==> src/rtl/wallace_mult_arbiter.sv <==
// rtl/wallace_mult_arbiter.sv - round-robin sharing of one external 32x32 multiplier
//
// Purpose: accepts operand pairs from NREQ requesters over valid/ready channels,
// registers the round-robin winner onto mul_a/mul_b (stage S1), captures the
// combinational product mul_p into a tagged response register (stage S2) that
// holds under backpressure, and counts completed response handshakes.
//
// Ports:
//   clk, rst          clock and synchronous active-high reset
//   req_valid/ready   per-requester handshake, one bit per requester
//   req_a/req_b       packed operands, requester i at [32*i+31:32*i]
//   mul_a/mul_b       registered operands driven into the multiplier
//   mul_p             64-bit unsigned product returned by the multiplier
//   rsp_valid/ready   response handshake
//   rsp_p/rsp_id      product and the index of the requester that issued it
//   done_cnt          completed response handshakes, wrapping modulo 2^32
module wallace_mult_arbiter #(
  parameter int NREQ = 4,
  localparam int IDW = (NREQ > 1) ? $clog2(NREQ) : 1
) (
  input  logic              clk,
  input  logic              rst,
  input  logic [NREQ-1:0]    req_valid,
  output logic [NREQ-1:0]    req_ready,
  input  logic [NREQ*32-1:0] req_a,
  input  logic [NREQ*32-1:0] req_b,
  output logic [31:0]        mul_a,
  output logic [31:0]        mul_b,
  input  logic [63:0]        mul_p,
  output logic               rsp_valid,
  input  logic               rsp_ready,
  output logic [63:0]        rsp_p,
  output logic [IDW-1:0]     rsp_id,
  output logic [31:0]        done_cnt
);

  logic            s1_valid;
  logic [IDW-1:0]  s1_id;
  logic [IDW-1:0]  ptr;

  logic            s2_adv;
  logic            s1_adv;

  logic            grant_found;
  logic [IDW-1:0]  grant_id;
  logic [IDW-1:0]  grant_nxt_ptr;
  logic [NREQ-1:0] grant_vec;
  logic [31:0]     grant_a;
  logic [31:0]     grant_b;
  logic            grant;

  // S1 only stalls when it is occupied and S2 cannot take its entry, so an
  // empty S1 accepts regardless of what the response side is doing.
  assign s2_adv = !rsp_valid || rsp_ready;
  assign s1_adv = !s1_valid || s2_adv;

  // Round-robin search: start at ptr, ascending, wrap at NREQ-1 back to 0.
  always_comb begin : arb
    int idx;
    grant_found   = 1'b0;
    grant_id      = '0;
    grant_nxt_ptr = '0;
    grant_vec     = '0;
    grant_a       = '0;
    grant_b       = '0;
    idx           = 0;
    for (int k = 0; k < NREQ; k++) begin
      idx = int'(ptr) + k;
      if (idx >= NREQ) begin
        idx = idx - NREQ;
      end
      if (!grant_found && req_valid[idx]) begin
        grant_found    = 1'b1;
        grant_id       = IDW'(idx);
        grant_nxt_ptr  = (idx == NREQ - 1) ? '0 : IDW'(idx + 1);
        grant_vec[idx] = 1'b1;
        grant_a        = req_a[idx*32 +: 32];
        grant_b        = req_b[idx*32 +: 32];
      end
    end
  end

  assign req_ready = (s1_adv && !rst) ? grant_vec : '0;
  assign grant     = grant_found && s1_adv;

  always_ff @(posedge clk) begin
    if (rst) begin
      s1_valid  <= 1'b0;
      s1_id     <= '0;
      ptr       <= '0;
      mul_a     <= '0;
      mul_b     <= '0;
      rsp_valid <= 1'b0;
      rsp_p     <= '0;
      rsp_id    <= '0;
      done_cnt  <= '0;
    end else begin
      // S1: load the winner, or go empty while keeping the last operands so
      // the multiplier inputs do not toggle needlessly.
      if (s1_adv) begin
        if (grant) begin
          s1_valid <= 1'b1;
          s1_id    <= grant_id;
          mul_a    <= grant_a;
          mul_b    <= grant_b;
          ptr      <= grant_nxt_ptr;
        end else begin
          s1_valid <= 1'b0;
        end
      end

      // S2: product is sampled one cycle after the operands were registered.
      if (s2_adv) begin
        rsp_valid <= s1_valid;
        if (s1_valid) begin
          rsp_p  <= mul_p;
          rsp_id <= s1_id;
        end
      end

      if (rsp_valid && rsp_ready) begin
        done_cnt <= done_cnt + 32'd1;
      end
    end
  end

endmodule

==> config.mk <==
export PLATFORM = sky130hd
export DESIGN_NAME = wallace_mult_arbiter
export DESIGN_NICKNAME = d
export VERILOG_FILES = /design/src/rtl/wallace_mult_arbiter.sv
export SDC_FILE = /design/constraint.sdc
export NUM_CORES = 1
export LEC_CHECK = 0
export ABC_AREA = 1
export CAP_MARGIN = 25
export CORE_AREA = 2 2 190 192
export DETAILED_ROUTE_END_ITERATION = 8
export DIE_AREA = 0 0 192 194
export GPL_TIMING_DRIVEN = 1
export PLACE_DENSITY = 0.83
export SLEW_MARGIN = 20
export SYNTH_ARGS = -nofsm -noshare
export SYNTH_HDL_FRONTEND = slang
export SYNTH_SLANG_ARGS = --single-unit
==> constraint.sdc <==
create_clock -name clk -period 6.5 [get_ports clk]
set_input_delay 1.3 -clock clk [delete_from_list [all_inputs] [get_ports clk]]
set_output_delay 1.3 -clock clk [all_outputs]
set_load 0.05 [all_outputs]
-- Word-level counts from Yosys, hierarchy flattened
Cells that the tools add are included.
- output and inout port bits: 167
- register bits after elaboration: 168
- word-level logic and storage cells: 122
- input bits: 327
- equal/unequal tests: 4
- reduce and logical (&&, ||, !) cells: 20
- shifts and indexed selects: 8
- muxes and demuxes: 54
- $lt $le $gt $ge: 12
- bitwise operators: 3
- $add $sub $neg: 12
- operators with widths (kind ; count):
    $shiftx 128x32->32 ; 8
    $mux 32 ; 12
    $eq 32x3->1 const B ; 4
    $ge 32x1->1 const B ; 4
    $lt 32x4->1 const B ; 4
    $add 32x1->32 const B ; 1
    $mux 2 ; 12
    $mux 4 ; 5
    $mux 1 ; 17
    $or 4x4->4 ; 3
    $sub 3x3->4 const B ; 3
    $logic_and 1x1->1 ; 10
    $ge 3x3->1 const B ; 3
    $add 2x2->2 const B ; 4
    $bmux 1 s2 ; 4
    $demux 1 s2 ; 4
    $add 2x2->3 const B ; 2
    $logic_not 1->1 ; 6
    $reduce_and 2->1 ; 2
    $sub 2x3->4 const B ; 1
    $add 2x1->3 const B ; 1
    $ge 2x3->1 const B ; 1
    $logic_or 1x1->1 ; 2

-- Logic depth before layout (Yosys ltp)
Gate-level depths: netlist of run 1.
- depth in word-level cells: 17
- gate-level depth with buffers: 17
- gate-level depth less buffers: 12

-- Worst setup path after synthesis of run 1
Ideal clock, no wire load.
- path kind: register -> output
- start: reg ptr[1]
- end: out req_ready[3]
- slack: 2045 ps
- path buffers: 5
- arrival: 3155 ps
- cell stages (with the launch flop): 15
- cells stage by stage: dfxtp_1 -> inv_2 -> clkbuf_1 -> clkbuf_1 -> ha_1 -> buf_2 -> nand3_2 -> nand2_1 -> nor2_4 -> nand2_2 -> inv_2 -> buf_4 -> buf_6 -> nand2_1 -> a31oi_1
- cells in the longest elaborated chain, start to end: 16
- elaborated cells on any way between the ends: 64
- ends and longest elaborated chain (what ; RTL line ; source):
    start, declared ; 39 ; logic [IDW-1:0] ptr;
    start signal, assigned ; 106 ; ptr <= grant_nxt_ptr;
    branches (longest 14 deep; another with $ge 32x1->1) ; -- ;
    $mux 4 (*) ; 72 ; if (!grant_found && req_valid[idx]) begin
    $mux 4 (*) ; 83 ; assign req_ready = (s1_adv && !rst) ? grant_vec : '0;
    end, declared ; 24 ; output logic [NREQ-1:0] req_ready,
Every way passes the cells marked *. The select of a mux whose other input is x is not followed.

-- Worst setup path after layout of run 1
- start: in req_valid[3]
- end: out req_ready[2]
- cells in the longest elaborated chain, start to end: 14
- elaborated cells on any way between the ends: 29
- ends and longest elaborated chain (what ; RTL line ; source):
    start, declared ; 23 ; input logic [NREQ-1:0] req_valid,
    $bmux 1 s2 ; 72 ;
    $mux 1 (not written as such) (2 in a row) ; 72 ;
    $mux 1 ; 72 ;
    $logic_not 1->1 ; 72 ;
    $logic_and 1x1->1 ; 72 ;
    $mux 1 ; 72 ;
    $logic_not 1->1 ; 72 ;
    $logic_and 1x1->1 ; 72 ;
    $mux 1 ; 72 ;
    $logic_not 1->1 ; 72 ;
    $logic_and 1x1->1 ; 72 ;
    $mux 4 (*) ; 72 ;
    $mux 4 (*) ; 83 ;
Every way passes the cells marked *; elsewhere a longest branch is shown, timed or not. The select of a mux whose other input is x is not followed.

==> out/results.tsv, run 1 <==
metric	value	unit
Fin. Hold Viols	0	
synthesis-stage register bit count	168	
Antenna Nets Post-Route	0	
CP Depth	11	
Place WS	1.241	ns
fmax	192.0	MHz
Synth Area per Inst	5.430	um^2
PnR worst setup slack	1.291	ns
Worst Path Buf+Inv	4	
Clock Latency Late Sink	0.43	ns
leakage power	8.688	nW
clk_skew	0.01195	ns
startpoint types	input port	
hold path depth	2	
Setup Crit Path Kind	in2out	
Period minus WS final	5.209	ns
Crit. End Element	output port	
slowest stage delay, CP	0.47	ns
die width	192	um
Post-Syn Area	14640	um^2
FF-to-FF End	mul_b[11]	
Final period util	0.8014	
Area Overhead vs Synth	37.19	%
FF-to-FF setup slack	2.73	ns
pwr dens	420.7	nW/um^2
clock-pin slew on the worst setup and hold paths	0.08	ns
global route overflow	0	
cell count after synthesis	2696	
end of the critical path	req_ready[2]	
syn nets	3031	
RSZ-0062 raised after global routing	no	
Worst Path Max Fanout	31	
vias in the first global route	17490	
CTS tree	yes	
Nets	3363	
layout cells sized above 1	0.03157	
post-route setup TNS	0	ns
# hold bufs at CTS	0	
drt first pass iters	7	
Setup Viol. Count Final	0	
CP top delay family	simple AND/OR/NAND/NOR gates	
Util after Layout	0.5702	
via count	18840	
crit-path cells	clkdlybuf4s50_1 -> inv_1 -> nand2_1 -> nand3_1 -> nand2_2 -> nor2_4 -> nand2_2 -> o21ai_0 -> o21ai_0 -> inv_1 -> buf_12	
cell count of the worst reg-to-reg path	12	
die height	194	um
Synth cell types	38	
IO Pins	494	
drt total wl	57010	um
max cap viols	0	
Root Buffer	clkbuf_16	
die footprint	37250	um^2
Setup Buffers After CTS	0	
crit path launch	req_valid[3]	
Initial Util	0.4156	
Vias/cell	5.374	
first-pass GRT wire length	89500	um
DRT iter0 DRCs	1596	
Slew Viols, Final	0	
WL per Instance	16.27	um
status	finished clean	
largest net degree at the start of global routing	357	
register area share after synthesis	0.2297	
worst-margin pin slew	1.002	ns
dpl hpwl	39360	um
antenna violations before repair	4	
worst vdd ir	304.1	uV
CTS buffer count	17	
hold_ws	0.4774	ns
data arrival time of the worst path	3.91	ns
slew margin rel.	0.3323	
All-Layer GR Usage	0.2967	
# resized after CTS	0	
Cell Rows	69	
min-delay worst type	reg2reg	
Port Buffers	493	
CTS max path bufs	2	
Synth warnings	0	
CP max stage cell	nand2_2	
core area	35220	um^2
htree depth	4	
clock sinks	168	
FF-to-FF Start	ptr[1]	
post-route DRC violation count	0	
Critical Path RT	5.20	ns
Placer Congestion	0.9323	
==> registers in the layout, indices dropped and copies added, names as in the netlist <==
| register | flops |
|---|---|
| rsp_p | 64 |
| done_cnt | 32 |
| mul_a | 32 |
| mul_b | 32 |
| ptr | 2 |
| rsp_id | 2 |
| s1_id | 2 |
| rsp_valid | 1 |
| s1_valid | 1 |
==> tightest hold or removal path, delay by kind of cell (launching register included) <==
family | cells | cell delay [ns]
AO/OA/AOI/OAI | 1 | 0.06
flip-flops | 1 | 0.32
buffers and inverters | 1 | 0.06
==> logic make-up after synthesis <==
kind of cell	share of synthesized area
compound gates	0.2498
xor+xnor	0.002992
fa+ha+maj	0.006838
buf+inv	0.1377
flops	0.2297
mux	0.008205
simple gates	0.3647
==> Yosys cell counts, drive strengths merged <==
| master | instances | area [um^2] |
|---|---|---|
| xor2 | 3 | 26.28 |
| xnor2 | 2 | 17.52 |
| o211a | 1 | 10.01 |
| and3 | 1 | 6.260 |
| nand2 | 717 | 2709 |
| a31oi | 2 | 12.51 |
| buf | 86 | 555.5 |
| ha | 8 | 100.1 |
| clkbuf | 114 | 427.9 |
| nand4 | 25 | 171.4 |
| a211oi | 2 | 15.01 |
| o21a | 1 | 7.510 |
| nand3 | 103 | 535.5 |
| nor2 | 482 | 1832 |
| mux2i | 12 | 120.1 |
| nor3 | 11 | 55.05 |
| o22ai | 64 | 400.4 |
| o21ai | 442 | 2212 |
| nor3b | 2 | 15.01 |
| a21oi | 136 | 721.9 |
| o21bai | 1 | 7.510 |
| dfxtp | 168 | 3363 |
| o211ai | 35 | 262.8 |
| inv | 275 | 1032 |
| nand3b | 2 | 15.01 |
| a22oi | 1 | 7.510 |
==> metal layers <==
layer | track usage | wire, um | vias up
met4 | 0.1289 | 2189 | 2
met1 | 0.3712 | 22790 | 8416
met2 | 0.5006 | 26800 | 969
li1 | - | - | 9311
met3 | 0.04760 | 5220 | 139
met5 | 0 | 16 | -
==> report_power, final <==
group / internal (W) / leakage (nW) / switching, W
Clock: 0.000542 / 0.306 / 0.000576
Combinational: 0.00192 / 6.99 / 0.00397
Sequential: 0.00128 / 1.39 / 0.000158
==> stage by stage <==
stage          instances  instance area (um^2)  power [W]
2_1_floorplan       2696                 14640   0.005817
3_3_place_gp        3468                 19390   0.007106
3_5_place_dp        3469                 19410   0.007257
4_1_cts             3501                 20040   0.008389
5_1_grt             3505                 20080   0.009132
6_report            3505                 20080   0.008449
==> final cells by class <==
type / count / area [um^2]
inverters: 275 / 1045
well taps: 461 / 576.8
fillers: 3409 / 15140
multi-input cells: 2053 / 9275
clock buffers: 17 / 425.4
repair buffers: 513 / 5174
flip-flops and latches: 168 / 3371
diodes: 3 / 7.507
clock inverters: 15 / 209.0
==> cell usage in the layout (no fill, tap or decap), types with 4 or more instances in the layout <==
| cell type | instances |
|---|---|
| nor3_1 | 11 |
| nand2_2 | 6 |
| ha_1 | 7 |
| a21oi_2 | 11 |
| mux2i_1 | 12 |
| clkinv_8 | 4 |
| nand4_1 | 24 |
| o21ai_0 | 341 |
| inv_8 | 4 |
| clkdlybuf4s50_1 | 489 |
| nand2_1 | 709 |
| buf_4 | 16 |
| inv_1 | 267 |
| clkbuf_16 | 17 |
| a21oi_1 | 125 |
| o22ai_1 | 64 |
| o21ai_1 | 101 |
| o211ai_1 | 35 |
| nand3_2 | 4 |
| nand3_1 | 99 |
| buf_12 | 6 |
| inv_12 | 5 |
| inv_2 | 4 |
| dfxtp_1 | 166 |
| nor2_1 | 477 |
==> worst min-delay path by stage <==
stage / slack [ns] / startpoint / to
floorplan: 0.43 / s1_id[0] / rsp_id[0]
global placement: 0.46 / rsp_p[59] / rsp_p[59]
detailed placement: 0.47 / s1_valid / rsp_valid
CTS: 0.48 / s1_valid / rsp_valid
global route: 0.50 / rsp_p[6] / rsp_p[6]
finish: 0.48 / s1_valid / rsp_valid
(Power assumes the default switching activity.)
==> run 2, diff against run 1 <==
--- a/config.mk
+++ b/config.mk
@@ -7,11 +7,11 @@
 export LEC_CHECK = 0
 export ABC_AREA = 1
 export CAP_MARGIN = 25
-export CORE_AREA = 2 2 190 192
+export CORE_AREA = 2 2 191 193
 export DETAILED_ROUTE_END_ITERATION = 8
-export DIE_AREA = 0 0 192 194
+export DIE_AREA = 0 0 193 195
 export GPL_TIMING_DRIVEN = 1
-export PLACE_DENSITY = 0.83
+export PLACE_DENSITY = 0.82
 export SLEW_MARGIN = 20
 export SYNTH_ARGS = -nofsm -noshare
 export SYNTH_HDL_FRONTEND = slang
==> constraint.sdc (replaced) <==
create_clock -name clk -period 5.3 [get_ports clk]
set_input_delay 1.06 -clock clk [delete_from_list [all_inputs] [get_ports clk]]
set_output_delay 1.06 -clock clk [all_outputs]
set_load 0.05 [all_outputs]
==> out/results.tsv, run 2 (same netlist as run 1, synthesis figures left out) <==
metric	value	unit	change
Initial Util	0.4136		-0.002027
CTS buffer count	17		unchanged
worst-margin pin slew	1.026	ns	+0.02467 ns
min-delay worst type	reg2reg		
Setup Buffers After CTS	0		unchanged
worst hold path endpoint	rsp_p[13]		
CTS tree	yes		
CTS max path bufs	2		unchanged
crit path launch	ptr[0]		
Nets	3365		+0.059%
dpl hpwl	40090	um	+1.9%
FF-to-FF End	mul_b[29]		
hold path depth	2		unchanged
RSZ-0062 raised after global routing	no		
Setup Viol. Count Final	0		unchanged
All-Layer GR Usage	0.2998		+0.003105
FF-to-FF setup slack	1.18	ns	-1.55 ns
# resized after CTS	0		unchanged
CP top delay family	simple AND/OR/NAND/NOR gates		
layout cells sized above 1	0.03221		+0.0006365
drt total wl	58240	um	+2.1%
Final period util	0.8601		
core area	35400	um^2	+0.49%
htree depth	4		unchanged
clk_skew	0.01017	ns	-0.001776 ns
pwr dens	515.9	nW/um^2	+23%
slowest stage delay, CP	0.64	ns	+0.17 ns
die footprint	37640	um^2	+1.0%
global route overflow	0		unchanged
Port Buffers	493		unchanged
# hold bufs at CTS	0		unchanged
die height	195	um	+0.52%
post-route DRC violation count	0		unchanged
via count	19170		+1.8%
M2 GR Usage	0.4963		-0.004252
antenna violations before repair	7		+3
met3 Use GR	0.06272		+0.01512
Fin. Hold Viols	0		unchanged
FF-to-FF Start	ptr[0]		
commonest non-fill, non-tap cell in the layout	nand2_1		
worst hold start	rsp_p[13]		
max FFs per register	64		unchanged
post-route insts no fill	3507		+0.057%
Worst Path Buf+Inv	4		unchanged
leakage power	8.674	nW	-0.16%
Root Buffer	clkbuf_16		
Clock Latency Late Sink	0.45	ns	+0.02 ns
drt first pass iters	6		-1
status	finished clean		
DRT iter0 DRCs	1800		+13%
Worst Path Max Fanout	89		+190%
Placer Congestion	0.9292		-0.33%
die width	193	um	+0.52%
max cap viols	0		unchanged
Critical Path RT	4.24	ns	-0.96 ns
clock sinks	168		unchanged
data arrival time of the worst path	3.50	ns	-0.41 ns
WL per Instance	16.61	um	+2.1%
startpoint types	flip-flop		
Area Overhead vs Synth	36.89	%	
clock-pin slew on the worst setup and hold paths	0.08	ns	about the same
vias in the first global route	17850		+2.0%
cell count of the worst reg-to-reg path	10		-2
FF/Latch Area	3371	um^2	unchanged
CP max stage cell	buf_4		
Placed Cells	3472		+0.086%
Cell Rows	69		unchanged
first-pass GRT wire length	90710	um	+1.4%
Setup Crit Path Kind	reg2out		
gr busiest metal	met2		
Crit. End Element	output port		
GR met1 Demand/Resource	0.3610		-0.01016
IO Pins	494		unchanged
Slew Viols, Final	0		unchanged
Filler cells	3420		+0.32%
area of the multi-input gates	9275	um^2	unchanged
slew margin rel.	0.3159		-0.01645
Antenna Nets Post-Route	0		unchanged
fmax	219.4	MHz	
post-route setup TNS	0	ns	unchanged
Period minus WS final	4.559	ns	
largest net degree at the start of global routing	126		-65%
worst vdd ir	344.2	uV	+13%
Vias/cell	5.466		+1.7%
most frequent cells in the layout	nand2_1, clkdlybuf4s50_1, nor2_1, o21ai_0, inv_1		
Biggest register	rsp_p		
crit-path cells	inv_4 -> buf_4 -> nand2_1 -> nand3_1 -> nand2_2 -> nor2_4 -> nand2_2 -> inv_2 -> nand2_1 -> a31oi_1 -> buf_12		
run 2: cell types whose count changed in the layout (fill, tap and decap cells not counted):
cell / before / now
buf_16: 1 / 0
inv_6: 2 / 5
inv_12: 5 / 0
clkinvlp_4: 0 / 1
clkinv_8: 4 / 3
inv_8: 4 / 5
clkinv_4: 1 / 0
buf_6: 1 / 2
clkbuf_8: 0 / 1
buf_4: 16 / 18
clkinv_2: 0 / 1
run 2: metal layers:
layer / wire length (um) / up-vias
met5: 35 / -
met3: 5620 / 190
met1: 22800 / 8625
li1: - / 9332
met2: 27080 / 1015
met4: 2707 / 6
run 2: final cells by class:
class                      instances  area share
antenna                            3   0.0003746
clock buffer                      18     0.02192
clock inverter                    14    0.007617
inverter                         275     0.05214
multi-input combinational       2053      0.4629
sequential                       168      0.1682
tap                              461     0.02878
timing repair buffer             515      0.2581
run 2: power by group:
part | internal [W] | switching (W) | leakage [nW]
clock | 0.000646 | 0.000648 | 0.290
sequential | 0.00156 | 0.000214 | 1.39
combinational | 0.00236 | 0.00490 | 7.00
total | 0.00457 | 0.00576 | 8.67
run 2: worst max-delay path by stage:
stage	endpoint	depth (start not counted)
6_report	req_ready[3]	11
3_3_place_gp	req_ready[3]	11
2_1_floorplan	req_ready[3]	14
3_5_place_dp	req_ready[3]	11
5_1_grt	req_ready[1]	11
4_1_cts	req_ready[3]	11
run 2: worst reg2reg max path: stages, from the launching register on:
cell and delay [ns]:
dfxtp_4 0.44, inv_4 0.08, buf_4 0.64, buf_4 0.81
ha_1 0.34, inv_1 0.07, nand2_2 0.53, buf_4 0.60
o22ai_1 0.19, a21oi_1 0.22, a21oi_1 0.09
run 2: stage by stage:
step                setup slack [ns]  hold slack, ns  utilization  power (W)  cell area, um^2
floorplan                      1.085          0.4298            -   0.007134            14640
global placement              0.9224          0.4602       0.5484   0.008730            19410
detailed placement            0.8859          0.4724       0.5490   0.008933            19430
CTS                           0.7580          0.4900       0.5657    0.01026            20020
global route                  0.4305          0.5084       0.5661    0.01115            20040
finish                        0.7413          0.4850       0.5661    0.01034            20040
